<file path="src/rtl/fifo_to_ram_writer.sv">
// fifo_to_ram_writer: drains a normal-mode FIFO into consecutive RAM addresses, counting wrapped passes
module fifo_to_ram_writer #(
  parameter int DATA_WIDTH = 16,
  parameter int ADDR_WIDTH = 5,
  parameter int START_ADDR = 0,
  parameter bit STOP_ON_WRAP = 1'b0
) (
  input  logic                  clock,
  input  logic                  rst,
  input  logic                  enable,
  input  logic                  rearm,
  input  logic [DATA_WIDTH-1:0] fifo_data_in,
  input  logic                  fifo_empty,
  output logic                  fifo_rdreq,
  output logic [ADDR_WIDTH-1:0] ram_addr,
  output logic [DATA_WIDTH-1:0] ram_data_out,
  output logic                  ram_wren,
  output logic                  wrap_pulse,
  output logic [7:0]            pass_count,
  output logic                  halted
);
  logic                  rd_valid_q, halt_q, halt_d, wrap_q, wrap_now;
  logic [ADDR_WIDTH-1:0] wr_addr_q, wr_addr_d;
  logic [DATA_WIDTH-1:0] last_q;
  logic [7:0]            pass_q, pass_d;
  // Write the word popped last cycle; reset discards it, and a halting wrap blocks the same-cycle pop
  always_comb begin
    ram_wren = rd_valid_q & ~rst;
    wrap_now = ram_wren & (&wr_addr_q);
    halted = halt_q | (wrap_now & STOP_ON_WRAP);
    fifo_rdreq = enable & ~fifo_empty & ~halted & ~rst;
    ram_addr = wr_addr_q;
    ram_data_out = ram_wren ? fifo_data_in : last_q;
    wr_addr_d = ram_wren ? wr_addr_q + 1'b1 : wr_addr_q;
    pass_d = pass_q + {7'd0, wrap_now};
    halt_d = (wrap_now & STOP_ON_WRAP) | (halt_q & ~rearm);
    wrap_pulse = wrap_q;
    pass_count = pass_q;
  end
  // State registers; the address wraps to 0 by natural overflow, not back to START_ADDR
  always_ff @(posedge clock) begin
    if (rst) begin
      rd_valid_q <= 1'b0;
      wr_addr_q <= ADDR_WIDTH'(START_ADDR);
      last_q <= '0;
      wrap_q <= 1'b0;
      pass_q <= '0;
      halt_q <= 1'b0;
    end else begin
      rd_valid_q <= fifo_rdreq;
      wr_addr_q <= wr_addr_d;
      last_q <= ram_data_out;
      wrap_q <= wrap_now;
      pass_q <= pass_d;
      halt_q <= halt_d;
    end
  end
endmodule
</file>
<file path="config.mk">
export PLATFORM = sky130hd
export DESIGN_NAME = fifo_to_ram_writer
export DESIGN_NICKNAME = d
export VERILOG_FILES = /design/src/rtl/fifo_to_ram_writer.sv
export SDC_FILE = /design/constraint.sdc
export NUM_CORES = 1
export LEC_CHECK = 0
export ABC_AREA = 1
export CAP_MARGIN = 0
export CORE_ASPECT_RATIO = 1.75
export CORE_MARGIN = 2
export CORE_UTILIZATION = 47
export CTS_BUF_LIST = sky130_fd_sc_hd__clkbuf_16
export CTS_CLUSTER_DIAMETER = 50
export DETAILED_ROUTE_END_ITERATION = 10
export GPL_ROUTABILITY_DRIVEN = 1
export PLACE_DENSITY = 0.85
export SLEW_MARGIN = 20
export SYNTH_ARGS = -nofsm -noshare
export SYNTH_HDL_FRONTEND = slang
export SYNTH_SLANG_ARGS = --single-unit
</file>
<file path="constraint.sdc">
create_clock -name clock -period 3.9 [get_ports clock]
set_clock_uncertainty 0.15 [all_clocks]
set_input_delay 0.78 -clock clock [delete_from_list [all_inputs] [get_ports clock]]
set_output_delay 0.78 -clock clock [all_outputs]
set_load 0.005 [all_outputs]
</file>
* Word-level counts from Yosys, hierarchy flattened
Index checks and enable logic that the tools add are counted.
Widths: inputs -> output; s select.
** Word-level totals
- Logic and storage cells :: 20
- Bits of input ports :: 21
- Output and inout port bits :: 33
- Flip-flop bits (word level) :: 32
** Operators by class
- Mux-type cells :: 1
- Bitwise gates (word level) :: 10
- Reductions and logical operators :: 1
- Add/subtract/negate cells :: 2
** Operator list (number)
- $mux 16 :: 1
- $add 8x1->8 :: 1
- $and 1x1->1 :: 6
- $add 5x1->5 const B :: 1
- $reduce_and 5->1 :: 1
- $not 1->1 :: 4

* Longest topological paths before layout
- Depth in word-level cells :: 4
- Gate-level depth with buffers :: 12
- Depth with buffers taken out :: 12

* Least setup slack after synthesis
Ideal clock, no wire load.
- Path kind :: input -> output
- Start :: input rst
- End :: output ram_data_out[10]
- Stages on the path :: 5
- Arrival :: 1395 ps
- Slack :: 1575 ps
- Data required time :: 2970 ps
- Buffers on the path :: 2
- Path through :: buf_4 -> inv_6 -> nand2_8 -> buf_2 -> a21oi_1
** Between the ends
- Word-level cells in the longest chain between the ends :: 3
** Ends and longest elaborated chain
- start, declared :: line 9 : input logic rst,
- $not 1->1 :: line 28 : ram_wren = rd_valid_q & ~rst;
- $and 1x1->1 :: line 28
- $mux 16 :: line 33 : ram_data_out = ram_wren ? fifo_data_in : last_q;
- end, declared :: line 16 : output logic [DATA_WIDTH-1:0] ram_data_out,
Every way passes these cells.

* Worst setup path in the final report
- Start :: input rst
- End :: output ram_data_out[0]
The elaborated chain is that of the path after synthesis.

==> results_tabular.tex <==
\begin{tabular}{lr}
\hline
Metric & Value \\
\hline
\multicolumn{2}{l}{\textbf{Global routing}} \\
Initial antenna violation count & 0 \\
Via count of the first global-routing pass & roughly 1200 \\
Global-route wire length before repair & 4.712 mm \\
Final global-route overflow total & 0 \\
Tot GR Track Use & 17.71\% \\
Maximum number of pins on one net before global-route repair & 36 \\
\multicolumn{2}{l}{\textbf{STA}} \\
Portion of the clock cycle consumed by the worst path in the final layout & between 80\% and 90\% \\
Max frequency & 303.5 MHz \\
Unrepaired setup endpoints after global routing & no \\
Minimum clock period & 3.295 ns \\
Max transition margin & 71.53\% \\
Max-slew violations & 0 \\
Final setup fails & 0 \\
Accumulated negative setup slack & 0 ns \\
Number of hold violations in the final report & 0 \\
Slew of the pin with the lowest slew margin & 0.4264 ns \\
\multicolumn{2}{l}{\textbf{Clocking}} \\
Post-CTS Setup Repair Bufs & 0 \\
Clock slew at the register clock pins of the worst setup and hold paths & about 0.05 ns \\
CTS HTree Levels & 2 \\
Number of gates given a new drive strength after cts & 0 \\
Root Driver & clkbuf\_16 \\
CTS tree & built \\
Cts hold-fix bufs & 0 \\
CTS buffer count & 5 \\
Number of sinks driven by the clock tree & 32 \\
Clock Latency Late Sink & 0.27 ns \\
Max Buffers Root-to-Sink & 2 \\
\multicolumn{2}{l}{\textbf{Power}} \\
Ratio of total power to cell area & 378.1 nW/um2 \\
Sw frac & 21.54\% \\
Maximum vdd ir drop & 337.3 uV \\
Net Switching & 0.1718 mW \\
Combinational share of power & 11.7\% \\
Fraction of power consumed by the clock network & 45.2\% \\
Internal power & 0.6257 mW \\
Part of the total power dissipated in sequential elements & between 40\% and 50\% \\
Cell leakage power & approximately 0.8 nW \\
\multicolumn{2}{l}{\textbf{Logic synthesis}} \\
Post-synthesis area per instance & between 8 and 9 um2 \\
Post-synthesis sequential element count & 32 \\
Async set or reset register ratio after synthesis & 0\% \\
Synth Net Count & 200 \\
Number of flops mapped to enable cells by yosys & 0 \\
Yosys warnings & 0 \\
Cell area after technology mapping & 1458 um2 \\
Main flop type after synthesis & dfxtp\_1 \\
Cells after synthesis & 175 \\
Post-synthesis sequential area ratio & 43.95\% \\
Unique cell type count in the Yosys netlist & 20 \\
\multicolumn{2}{l}{\textbf{Die}} \\
Number of core rows & 26 \\
Chip Height & a little under 80 um \\
Effective utilization at floorplan & approximately half \\
IO Count & between 50 and 60 \\
Total die area & 3580 um2 \\
Core Box Area & 2928 um2 \\
Die Span X & 46.10 um \\
\multicolumn{2}{l}{\textbf{Place}} \\
Post-place instance area & 1971 um2 \\
Placed instance count & 249 \\
Total half-perimeter wirelength after legalization and detailed placement & $\sim$2.0 mm \\
Buffers added on ports & 53 \\
GP Congestion & between 0.7 and 0.8 \\
\multicolumn{2}{l}{\textbf{Setup path}} \\
Crit path DAT & 2.36 ns \\
Path type of the worst setup path & input port to primary output \\
Maximum fanout count along the critical path & 35 \\
Worst Setup End Kind & primary output \\
Worst Path Required & 2.97 ns \\
Crit start category & input port \\
\multicolumn{2}{l}{\textbf{Job}} \\
Max Cap Violations & 0 \\
\multicolumn{2}{l}{\textbf{Routing}} \\
TritonRoute pass-1 iters & 4 \\
DRC violations left & 0 \\
DR vias & 1300 \\
Routed Wire Length & roughly 2.7 mm \\
Final ANT Viol Nets & 0 \\
DRC violation total after the first TritonRoute iteration & 28 \\
Via density per instance & around 5.1 \\
Wirelength per Cell & 10.58 um \\
\multicolumn{2}{l}{\textbf{Run status}} \\
Result of the run & finished clean \\
\multicolumn{2}{l}{\textbf{Layout}} \\
Final-stage net count & 253 \\
Post-route non-filler standard cell count & 257 \\
Finished Cell Area & around 2100 um2 \\
Number of diodes & 0 \\
Fin util & 72.05\% \\
Share of post-route cells with drive strength above 1 & 14.41\% \\
Layout overhead on the synthesized area & 44.72\% \\
\multicolumn{2}{l}{\textbf{Hold path}} \\
Tightest Hold Check Type & flop to flop \\
\hline
\end{tabular}
-- per-layer routing --
layer / vias to the layer above / part of all wire, % / GRT usage, % / wire [um]
met4: 0 / 2.3 / 8.857 / 63
li1: 676 / - / - / -
met2: 40 / 53 / 30.28 / 1440
met1: 578 / 39 / 17.62 / 1068
met5: - / 0 / 0 / 0
met3: 6 / 5.4 / 6.279 / 147
-- registers in the layout (all words and copies together) (netlist names) --
register,count
halted,1
last_q,16
pass_count,8
ram_addr,5
rd_valid_q,1
wrap_pulse,1
-- metrics by stage --
step | setup WS [ns] | hold slack (ns) | power, mW
6_report | 0.6052 | 0.3053 | 0.7976
5_1_grt | 0.4766 | 0.3370 | 0.8272
4_1_cts | 0.5850 | 0.3114 | 0.8072
3_5_place_dp | 0.5856 | 0.3026 | 0.4444
3_3_place_gp | 0.5853 | 0.2903 | 0.4438
2_1_floorplan | 1.575 | 0.2919 | 0.3925
-- cell usage in the layout, fill, tap and decap left out --
cell type	Yosys	layout
a211oi_1	5	5
a211oi_2	11	11
a21oi_1	20	20
and3_1	1	1
buf_4	3	1
clkbuf_16	0	5
clkdlybuf4s50_1	0	53
clkinv_1	0	1
clkinv_2	0	2
dfxtp_1	32	32
ha_1	4	4
inv_1	25	25
inv_2	1	1
inv_6	1	1
nand2_1	15	15
nand2_8	1	1
nand3_1	4	4
nor2_1	27	27
nor2_2	11	11
nor3_1	3	3
o21ai_0	4	4
xnor2_1	2	2
-- logic make-up after synthesis --
| kind of cell | count (synthesis) | synth area share [%] |
|---|---|---|
| AOI/OAI and AO/OA | 40 | 20.26 |
| xor gates and xnor gates | 2 | 1.202 |
| adders and majority gates | 4 | 3.434 |
| buffers and inverters | 35 | 11.42 |
| DFF | 32 | 43.95 |
| and+or+nand+nor | 62 | 19.74 |
-- critical path, cell delays in order --
cell and delay, ns:
clkdlybuf4s50_1 0.56, inv_6 0.08, nand2_8 0.20, nor2_1 0.09
a21oi_1 0.12, clkdlybuf4s50_1 0.52
-- Yosys cell counts, types with 3 or more instances --
cell	instances	area, um2
a211oi_1	5	37.54
a211oi_2	11	137.6
a21oi_1	20	100.1
buf_2	3	15.01
buf_4	3	22.52
dfxtp_1	32	640.6
ha_1	4	50.05
inv_1	25	93.84
nand2_1	15	56.30
nand3_1	4	20.02
nor2_1	27	101.4
nor2_2	11	68.82
nor3_1	3	15.01
o21ai_0	4	20.02
-- final timing paths --
path                                   from         endpoint  slack, ns  cells after the start
worst max-delay path                    rst  ram_data_out[0]       0.61                      6
worst min-delay path                 halted           halted       0.31                      2
worst max register to register  ram_addr[0]    pass_count[6]       1.74                     12
worst min register to register       halted           halted       0.31                      2
-- area by class of cell --
cell class	count	area (um2)
fillers	225	818.3
multi-input cells	108	650.6
flip-flops and latches	32	640.6
repair buffers	54	538.0
clock buffers	5	125.1
inverters	27	106.4
well taps	28	35.03
clock inverters	3	13.76
-- power by group through the flow --
stage	combinational (mW)	clock, mW	sequential (mW)
finish	0.0936	0.360	0.344
CTS	0.0952	0.369	0.343
global route	0.103	0.380	0.345
floorplan	0.0445	0	0.348
detailed placement	0.0944	0	0.350
global placement	0.0940	0	0.350
No activity file was read; power rests on OpenSTA's default activity.
